--- src/rtl/uart_rx_os.sv ---
// 16x-oversampled UART receiver: LSB-first frames of 1 start bit, DBIT data bits,
// optional parity and a SB_TICK-long stop period. Reports a completion pulse plus error flags.
module uart_rx_os #(
    parameter int DBIT       = 8,
    parameter int SB_TICK    = 16,
    parameter int PARITY_EN  = 0,
    parameter int PARITY_ODD = 0
) (
    input  logic       clk,
    input  logic       rst,
    input  logic       s_tick,
    input  logic       rx,
    output logic [7:0] dout,
    output logic       rx_done_tick,
    output logic       frame_err,
    output logic       parity_err
);

    // The tick counter widens to 5 bits only when the stop period exceeds one bit time.
    localparam int             SW      = (SB_TICK > 16) ? 5 : 4;
    localparam logic [SW-1:0]  S_MID   = SW'(7);
    localparam logic [SW-1:0]  S_LAST  = SW'(15);
    localparam logic [SW-1:0]  S_STOP  = SW'(SB_TICK - 1);
    localparam logic [2:0]     N_LAST  = 3'(DBIT - 1);
    localparam logic           PAR_ON  = (PARITY_EN != 0);
    localparam logic           PAR_ODD = (PARITY_ODD != 0);

    typedef enum logic [2:0] {
        IDLE   = 3'd0,
        START  = 3'd1,
        DATA   = 3'd2,
        PARITY = 3'd3,
        STOP   = 3'd4
    } state_t;

    state_t        state_q, state_d;
    logic [SW-1:0] s_q, s_d;
    logic [2:0]    n_q, n_d;
    logic [7:0]    b_q, b_d;
    logic          par_q, par_d;
    logic          perr_q, perr_d;
    logic          sync1_q, sync1_d;
    logic          rxs_q, rxs_d;
    logic          prev_q, prev_d;
    logic          done_q, done_d;
    logic [7:0]    dout_q, dout_d;
    logic          ferr_q, ferr_d;
    logic          perr_out_q, perr_out_d;
    logic          fall;

    always_ff @(posedge clk or posedge rst) begin
        if (rst) begin
            state_q    <= IDLE;
            s_q        <= '0;
            n_q        <= '0;
            b_q        <= '0;
            par_q      <= 1'b0;
            perr_q     <= 1'b0;
            sync1_q    <= 1'b1;
            rxs_q      <= 1'b1;
            prev_q     <= 1'b1;
            done_q     <= 1'b0;
            dout_q     <= '0;
            ferr_q     <= 1'b0;
            perr_out_q <= 1'b0;
        end else begin
            state_q    <= state_d;
            s_q        <= s_d;
            n_q        <= n_d;
            b_q        <= b_d;
            par_q      <= par_d;
            perr_q     <= perr_d;
            sync1_q    <= sync1_d;
            rxs_q      <= rxs_d;
            prev_q     <= prev_d;
            done_q     <= done_d;
            dout_q     <= dout_d;
            ferr_q     <= ferr_d;
            perr_out_q <= perr_out_d;
        end
    end

    assign fall = prev_q & ~rxs_q;

    always_comb begin
        state_d    = state_q;
        s_d        = s_q;
        n_d        = n_q;
        b_d        = b_q;
        par_d      = par_q;
        perr_d     = perr_q;
        sync1_d    = rx;
        rxs_d      = sync1_q;
        prev_d     = rxs_q;
        done_d     = 1'b0;
        dout_d     = dout_q;
        ferr_d     = ferr_q;
        perr_out_d = perr_out_q;

        case (state_q)
            IDLE: begin
                // Only a high-to-low transition starts a frame, so a held-low line is ignored.
                if (fall) begin
                    s_d     = '0;
                    state_d = START;
                end
            end
            START: begin
                if (s_tick) begin
                    if (s_q == S_MID) begin
                        if (!rxs_q) begin
                            s_d     = '0;
                            n_d     = '0;
                            b_d     = '0;
                            par_d   = 1'b0;
                            perr_d  = 1'b0;
                            state_d = DATA;
                        end else begin
                            state_d = IDLE;
                        end
                    end else begin
                        s_d = s_q + 1'b1;
                    end
                end
            end
            DATA: begin
                if (s_tick) begin
                    if (s_q == S_LAST) begin
                        s_d      = '0;
                        b_d[n_q] = rxs_q;
                        par_d    = par_q ^ rxs_q;
                        if (n_q == N_LAST) begin
                            state_d = PAR_ON ? PARITY : STOP;
                        end else begin
                            n_d = n_q + 3'd1;
                        end
                    end else begin
                        s_d = s_q + 1'b1;
                    end
                end
            end
            PARITY: begin
                if (s_tick) begin
                    if (s_q == S_LAST) begin
                        s_d     = '0;
                        perr_d  = par_q ^ rxs_q ^ PAR_ODD;
                        state_d = STOP;
                    end else begin
                        s_d = s_q + 1'b1;
                    end
                end
            end
            STOP: begin
                if (s_tick) begin
                    if (s_q == S_STOP) begin
                        state_d    = IDLE;
                        done_d     = 1'b1;
                        dout_d     = b_q;
                        ferr_d     = ~rxs_q;
                        perr_out_d = PAR_ON & perr_q;
                    end else begin
                        s_d = s_q + 1'b1;
                    end
                end
            end
            default: state_d = IDLE;
        endcase
    end

    assign dout         = dout_q;
    assign rx_done_tick = done_q;
    assign frame_err    = ferr_q;
    assign parity_err   = perr_out_q;

endmodule

--- config.mk ---
export PLATFORM = sky130hd
export DESIGN_NAME = uart_rx_os
export DESIGN_NICKNAME = d
export VERILOG_FILES = /design/src/rtl/uart_rx_os.sv
export SDC_FILE = /design/constraint.sdc
export NUM_CORES = 1
export LEC_CHECK = 0
export BUFFER_PORTS_ARGS = -buffer_cell sky130_fd_sc_hd__buf_2
export CAP_MARGIN = 20
export CORE_ASPECT_RATIO = 1.1
export CORE_MARGIN = 3
export CORE_UTILIZATION = 60
export CTS_CLUSTER_SIZE = 25
export DETAILED_ROUTE_END_ITERATION = 6
export GPL_TIMING_DRIVEN = 1
export PLACE_DENSITY = 0.84
export SLEW_MARGIN = 20
export SYNTH_ARGS = -nofsm -noshare
export SYNTH_HDL_FRONTEND = slang
export SYNTH_SLANG_ARGS = --single-unit
export TNS_END_PERCENT = 30
--- constraint.sdc ---
create_clock -name clk -period 4.9 [get_ports clk]
set_input_delay 0.49 -clock clk [delete_from_list [all_inputs] [get_ports clk]]
set_output_delay 0.49 -clock clk [all_outputs]
set_load 0.05 [all_outputs]
==> summary.txt, run 1 <==
Drt
  – DR vias: 1229
  – Vias per cell: 5.82
  – Routed Antenna Nets: 0
  – Total wire length: between 2000 and 3000 um
  – Iter 0 DRT Violations: 50
  – Post-DR wirelength/cell: 14.2 um
  – DRC: 0
  – First-pass iteration count of the detailed router: 4

Floorplanning
  – Die footprint: between 0.003 and 0.004 mm2
  – Initial Utilization: a little under two thirds
  – Die H: around 61 um
  – Total core area: between 0.002 and 0.003 mm2
  – Num rows: 19
  – Die Span X: between 50 and 60 um
  – IO Count: 15

Critical path
  – CP Capture Type: flip-flop
  – WS Path Type: flip-flop to flip-flop
  – Crit path launch: n_q[0]
  – Worst r2r dst: state_q[1]
  – Critical path startpoint category: flip-flop
  – Critical Path End: state_q[1]
  – Worst Reg-to-Reg Cells: 6
  – RR Startpoint: n_q[0]
  – Worst-path maximum fanout: 13
  – Worst Path Arrival: around 2200 ps
  – Worst Path Required: 5110 ps
  – Setup slack, reg-to-reg: ~2900 ps

Final layout
  – Synth-to-Final Area Change: 7.62%
  – Filler cell count: around 180
  – Ant. Diodes: 0
  – Reg area: just under 800 um2
  – Final nets: around 190
  – Non-filler instance count after layout: around 210
  – Finished Core Util: about 69%
  – Layout cells sized above 1: between 15 and 20%
  – Area of the multi-input gates: roughly 760 um2

Worst hold path
  – Tightest Hold Check Type: primary input to async pin

Timing
  – Fin Hold WS: between 200 and 250 ps
  – RSZ-0062 raised after global routing: no
  – Setup-failing EPs final: 0
  – Setup TNS: 0 ps
  – Max-slew violations: 0
  – Final Hold Viols: 0
  – Fmax: about 500 MHz
  – Fin crit share: between 40 and 50%
  – Min cycle time layout: about 2000 ps
  – Tightest Pin Transition: between 600 and 700 ps
  – Slew headroom: 59.0%
  – Skew final: 10.9 ps

Clocking
  – Clock sink total: 31
  – # hold bufs at CTS: 0
  – Clock slew at reported path FFs: about 100 ps
  – CTS Buf Count: 5
  – CTS tree: yes
  – CTS max path bufs: 2
  – CTS Root Cell: clkbuf_4
  – Post-CTS resize count: 0
  – Worst skew pair latency: around 340 ps
  – H-tree lvl count: 2
  – Setup repair bufs after CTS: 0

Synthesis
  – Seq cells post-synth: 31
  – Synthesized instance count: 170
  – Synth warn: 0
  – Number of synthesized flops with an enable pin: 0
  – Mean Syn Cell Area: 9.56 um2
  – Post-synthesis net count: between 150 and 200
  – Sequential share of the synthesized area: between 40% and 50%
  – Main flop type after synthesis: dfrtp_1
  – Async SR Flop Fraction: 100%
  – Top post-synthesis cells by area: dfrtp_1 (43%), nand2_1 (8.5%), o21ai_0 (5.2%)
  – Number of distinct library cells after synthesis: just under 50
  – Top-area cell type share of the netlist area: about 43%
  – Area of the mapped netlist: roughly 0.0016 mm2
  – Synth area leader: dfrtp_1

Power and ir drop
  – VDD IR max: about 620 uV
  – Pleak: 0.839 nW
  – Pwr/cell area: between 500 and 600 mW/mm2

Global route
  – Total GRT Usage: roughly a fifth
  – GRT met3 Usage: a little under 7%
  – First-pass GRT wire length: approximately 5300 um
  – Initial antenna violation count: 0
  – Met2 Resource Use GR: about a third
  – Met1 Use GR: 24.8%
  – Largest net degree at the start of global routing: 32
  – Number of global-route vias before repair: approximately 1200
  – Grt peak-use layer: met2
  – Global route overflow: 0

Placed design
  – Final HPWL DP: approximately 2100 um
  – Post-Place Cells: 203
  – GPL Wtd Cong: ~0.94
  – Port Buffer Count: 13

Outcome
  – Status: completed

Run
  – Max cap viols: 0
## through the flow
stage                     total power [mW]  instance area (um2)  worst slack, ps
after CTS                            0.899                 1750             2900
after global routing                 0.952                 1750             2770
after floorplan                      0.657                 1630             3150
final                                0.893                 1750             2890
after global placement               0.660                 1660             2990
after detailed placement             0.689                 1660             2930
## cell usage after synthesis (all sizes together), types with 2 or more instances
master and instances:
nor3 3, a21oi 5, ha 3, nand3 3, clkbuf 5, nand3b 4, nor3b 2, dfrtp 28
buf 6, nand2 37, nand2b 2, dfstp 3, or3 2, o211ai 2, a22o 4, xnor2 2
inv 4, nor4b 2, nor2 10, mux2 4, o21ai 18
## routing by layer
layer	routed length (um)	vias up	part of all wire [%]
met5	0	-	0
met4	25	0	0.83
met3	160	4	5.3
met2	1440	38	48
met1	1370	582	46
li1	-	605	-
## flip-flops by register name, indices dropped and copies added (netlist names)
signal / count
s_q: 4
dout: 8
rxs_d: 1
prev_q: 1
state_q: 3
n_q: 3
rx_done_tick: 1
b_q: 8
prev_d: 1
frame_err: 1
## worst min-delay path by stage
stage	cells past startpoint	end	slack (ps)	start
after floorplan	0	prev_d	350	rxs_d
after global placement	0	prev_d	350	rxs_d
after detailed placement	0	prev_d	350	rxs_d
after CTS	1	rxs_d	240	rx
after global routing	1	rxs_d	240	rx
final	2	dout[7]	210	rst
## logic make-up (layout without fill, tap and decap cells)
logic type,after synthesis,in the layout,synth area share [%]
adder cells (fa/ha/maj),3,3,2.31
XOR/XNOR,3,3,1.62
multiplexers,5,5,3.39
buffers and inverters,16,26,5.23
AO/OA/AOI/OAI,39,39,16.2
flip-flops,31,31,48.0
other,1,1,0.231
AND/OR/NAND/NOR,72,72,23.0
## cell usage in the layout (no fill, tap or decap), types with 4 or more instances in the layout
cell type and count:
nand2_1 37, nor2_1 9, o21ai_0 17, a21oi_1 5
buf_2 13, a22o_1 4, dfrtp_1 28, clkbuf_4 5
nand3b_1 4
## power by group
part	total (mW)	leakage (nW)	switching, mW	internal [mW]
Combinational	0.306	0.379	0.156	0.150
Sequential	0.379	0.412	0.0861	0.293
Clock	0.208	0.0482	0.0878	0.120
Total	0.893	0.839	0.330	0.564
## cell type report
class | count | area share (%)
inverters | 5 | 1.07
clock buffers | 6 | 2.93
clock inverters | 2 | 2.00
flip-flops and latches | 31 | 44.6
well taps | 31 | 2.22
repair buffers | 13 | 3.72
multi-input cells | 123 | 43.5
## worst max-delay path, cell delays in order (launching register included)
cell     delay (ps)
dfrtp_1         510
ha_1            250
ha_1            190
mux2_2          270
o22ai_1         230
nor3b_4          90
mux2_1          330
No activity file was read; power rests on OpenSTA's default activity.
==> run 2: changes to the inputs <==
- CORE_UTILIZATION: 60 -> 58
- PLACE_DENSITY: 0.84 -> 0.82
- clock period: 4.9 -> 2.09 ns (I/O delays scaled with it)
==> summary.txt, run 2 (synthesis results as in run 1) <==
Drt
  – Total wire length: 3060 um (was 3000 um)
  – DRC: 0 (unchanged)
  – Met3 routed WL: 135 um (was 160 um)
  – Routed Antenna Nets: 0 (unchanged)
  – Vias per cell: 5.75 (was 5.82)
  – Top layer in use: met4 (unchanged)
  – DR WL met2: 1450 um (was 1440 um)
  – DR vias: 1248 (was 1229)
  – First-pass iteration count of the detailed router: 5 (was 4)
  – Post-DR wirelength/cell: 14.1 um (was 14.2 um)
  – M1 WL: 1440 um (was 1370 um)
  – Iter 0 DRT Violations: 46 (was 50)

Clocking
  – CTS Root Cell: clkbuf_4 (unchanged)
  – Clock sink total: 31 (unchanged)
  – Worst skew pair latency: 340 ps (about the same)
  – CTS Buf Count: 5 (unchanged)
  – Setup repair bufs after CTS: 0 (unchanged)
  – CTS tree: yes (unchanged)
  – CTS max path bufs: 2 (unchanged)
  – Clock slew at reported path FFs: 100 ps (about the same)
  – H-tree lvl count: 2 (unchanged)

Worst hold path
  – Tightest Hold Check Type: flip-flop to flip-flop (was primary input to async pin)

Critical path
  – CP cell instances: ha_1, nand3_1, o211ai_1, nor3b_4, mux2_1 (was ha_1, ha_1, mux2_2, o22ai_1, nor3b_4, mux2_1)
  – Worst Path Required: 2300 ps (was 5110 ps)
  – Crit-path leading delay family: simple AND/OR/NAND/NOR gates (was multiplexers)
  – CP Capture Type: flip-flop (unchanged)
  – WS Path Type: flip-flop to flip-flop (unchanged)
  – CP bufs+invs: 0 (unchanged)
  – Worst Path Arrival: 2140 ps (was 2220 ps)
  – Max stage delay on crit path: 400 ps (was 510 ps)
  – Critical path startpoint category: flip-flop (unchanged)
  – Worst-path maximum fanout: 6 (was 13)
  – CP max stage cell: dfrtp_1 (unchanged)

Global route
  – Largest net degree at the start of global routing: 18 (was 32)
  – Global route overflow: 0 (unchanged)
  – Number of global-route vias before repair: 1186 (was 1192)
  – Initial antenna violation count: 0 (unchanged)
  – First-pass GRT wire length: 5240 um (was 5280 um)
  – Total GRT Usage: 20.0% (was 20.3%)

Timing
  – Setup ws final: 159 ps (was 2890 ps)
  – Skew final: 13.2 ps (was 10.9 ps)
  – Fin Hold WS: 359 ps (was 214 ps)
  – Tightest Pin Transition: 566 ps (was 613 ps)
  – RSZ-0062 raised after global routing: no (unchanged)
  – Max-slew violations: 0 (unchanged)
  – Slew headroom: 62.2% (was 59.0%)
  – Setup-failing EPs final: 0 (unchanged)
  – Final Hold Viols: 0 (unchanged)
  – Setup TNS: 0 ps (unchanged)
  – Fmax: 518 MHz (was 498 MHz)
  – Min cycle time layout: 1930 ps (was 2010 ps)
  – Fin crit share: 92.4% (was 40.9%)

Floorplanning
  – IO Count: 15 (unchanged)
  – Num rows: 19 (unchanged)
  – Die H: 61.5 um (was 60.6 um)
  – Initial Utilization: 62.7% (was 63.9%)
  – Die Span X: 56.5 um (was 55.6 um)
  – Total core area: 0.00259 mm2 (was 0.00254 mm2)
  – Die footprint: 0.00347 mm2 (was 0.00337 mm2)

Final layout
  – Filler cell count: 192 (was 182)
  – Area of the multi-input gates: 761 um2 (unchanged)
  – Reg area: 779 um2 (unchanged)
  – Layout cells sized above 1: 18.8% (was 17.8%)
  – Synth-to-Final Area Change: 10.7% (was 7.62%)
  – Ant. Diodes: 0 (unchanged)
  – Final nets: 192 (was 186)
  – Most frequent cells in the layout: nand2_1 (37), dfrtp_1 (28), o21ai_0 (17) (unchanged)
  – Most common cell after layout, fill and taps aside: nand2_1 (unchanged)

Power and ir drop
  – VDD IR max: 1280 uV (was 615 uV)
  – Pwr/cell area: 1170 mW/mm2 (was 511 mW/mm2)
  – Pleak: 0.869 nW (was 0.839 nW)

Placed design
  – GPL Wtd Cong: 0.840 (was 0.936)
  – Final HPWL DP: 2200 um (was 2110 um)
  – Port Buffer Count: 13 (unchanged)
  – Worst slack, placed: 165 ps (was 2930 ps)

Outcome
  – Status: completed (unchanged)

Run
  – Max cap viols: 0 (unchanged)
-- run 2: cell types whose count changed in the layout (fill, tap and decap cells not counted), sizes merged --
| cell | change |
|---|---|
| buf | +4 |
| dlygate4sd3 | +2 |
-- run 2: cell type report --
cell class	instances	share of cell area (%)
clock inverters	2	1.95
repair buffers	19	6.40
well taps	31	2.16
multi-input cells	123	42.3
clock buffers	6	2.85
inverters	5	1.04
flip-flops and latches	31	43.3
-- run 2: per-stage QoR --
stage | instance area (um2) | power [mW] | util (%) | std cells
finish | 1800 | 2.10 | 69.4 | 217
detailed placement | 1690 | 1.62 | 65.3 | 207
global route | 1800 | 2.23 | 69.4 | 217
CTS | 1800 | 2.11 | 69.4 | 217
floorplan | 1630 | 1.54 | - | 170
global placement | 1690 | 1.57 | 65.3 | 207
-- run 2: path summary, 6_finish.rpt --
kind                            slack (ps)           end  startpoint  depth (start not counted)
worst min-delay path                   360        prev_d       rxs_d                          0
worst max-delay path                   160    state_q[0]      s_q[0]                          5
max in group asynchronous             1010  rx_done_tick         rst                          4
worst max register to register         160    state_q[0]      s_q[0]                          5
worst min register to register         360        prev_d       rxs_d                          0
min in group asynchronous              450        n_q[0]         rst                          3
-- run 2: what timing repair did --
| action | CTS | global route |
|---|---|---|
| hold buffers | 2 | 0 |
| resized for setup | 0 | 0 |
| endpoints found under the setup margin | 0 | 0 |
| endpoints found under the hold margin | 12 | 0 |
-- run 2: where the power goes --
group	total (mW)	switching (mW)	internal (mW)	leakage, nW
clock network	0.489	0.206	0.282	0.0482
registers	0.887	0.200	0.687	0.412
logic	0.725	0.361	0.364	0.409
-- run 2: worst register-to-register path: stages, from the launching register on --
cell and delay, ps:
dfrtp_1 400, ha_1 260, nand3_1 160, o211ai_1 310
nor3b_4 320, mux2_1 360
-- run 2: routing by layer --
| layer | vias up | global-route usage, % |
|---|---|---|
| met5 | - | 0 |
| met4 | 0 | 9.15 |
| met3 | 6 | 6.29 |
| met2 | 29 | 33.0 |
| met1 | 589 | 24.3 |
| li1 | 624 | - |
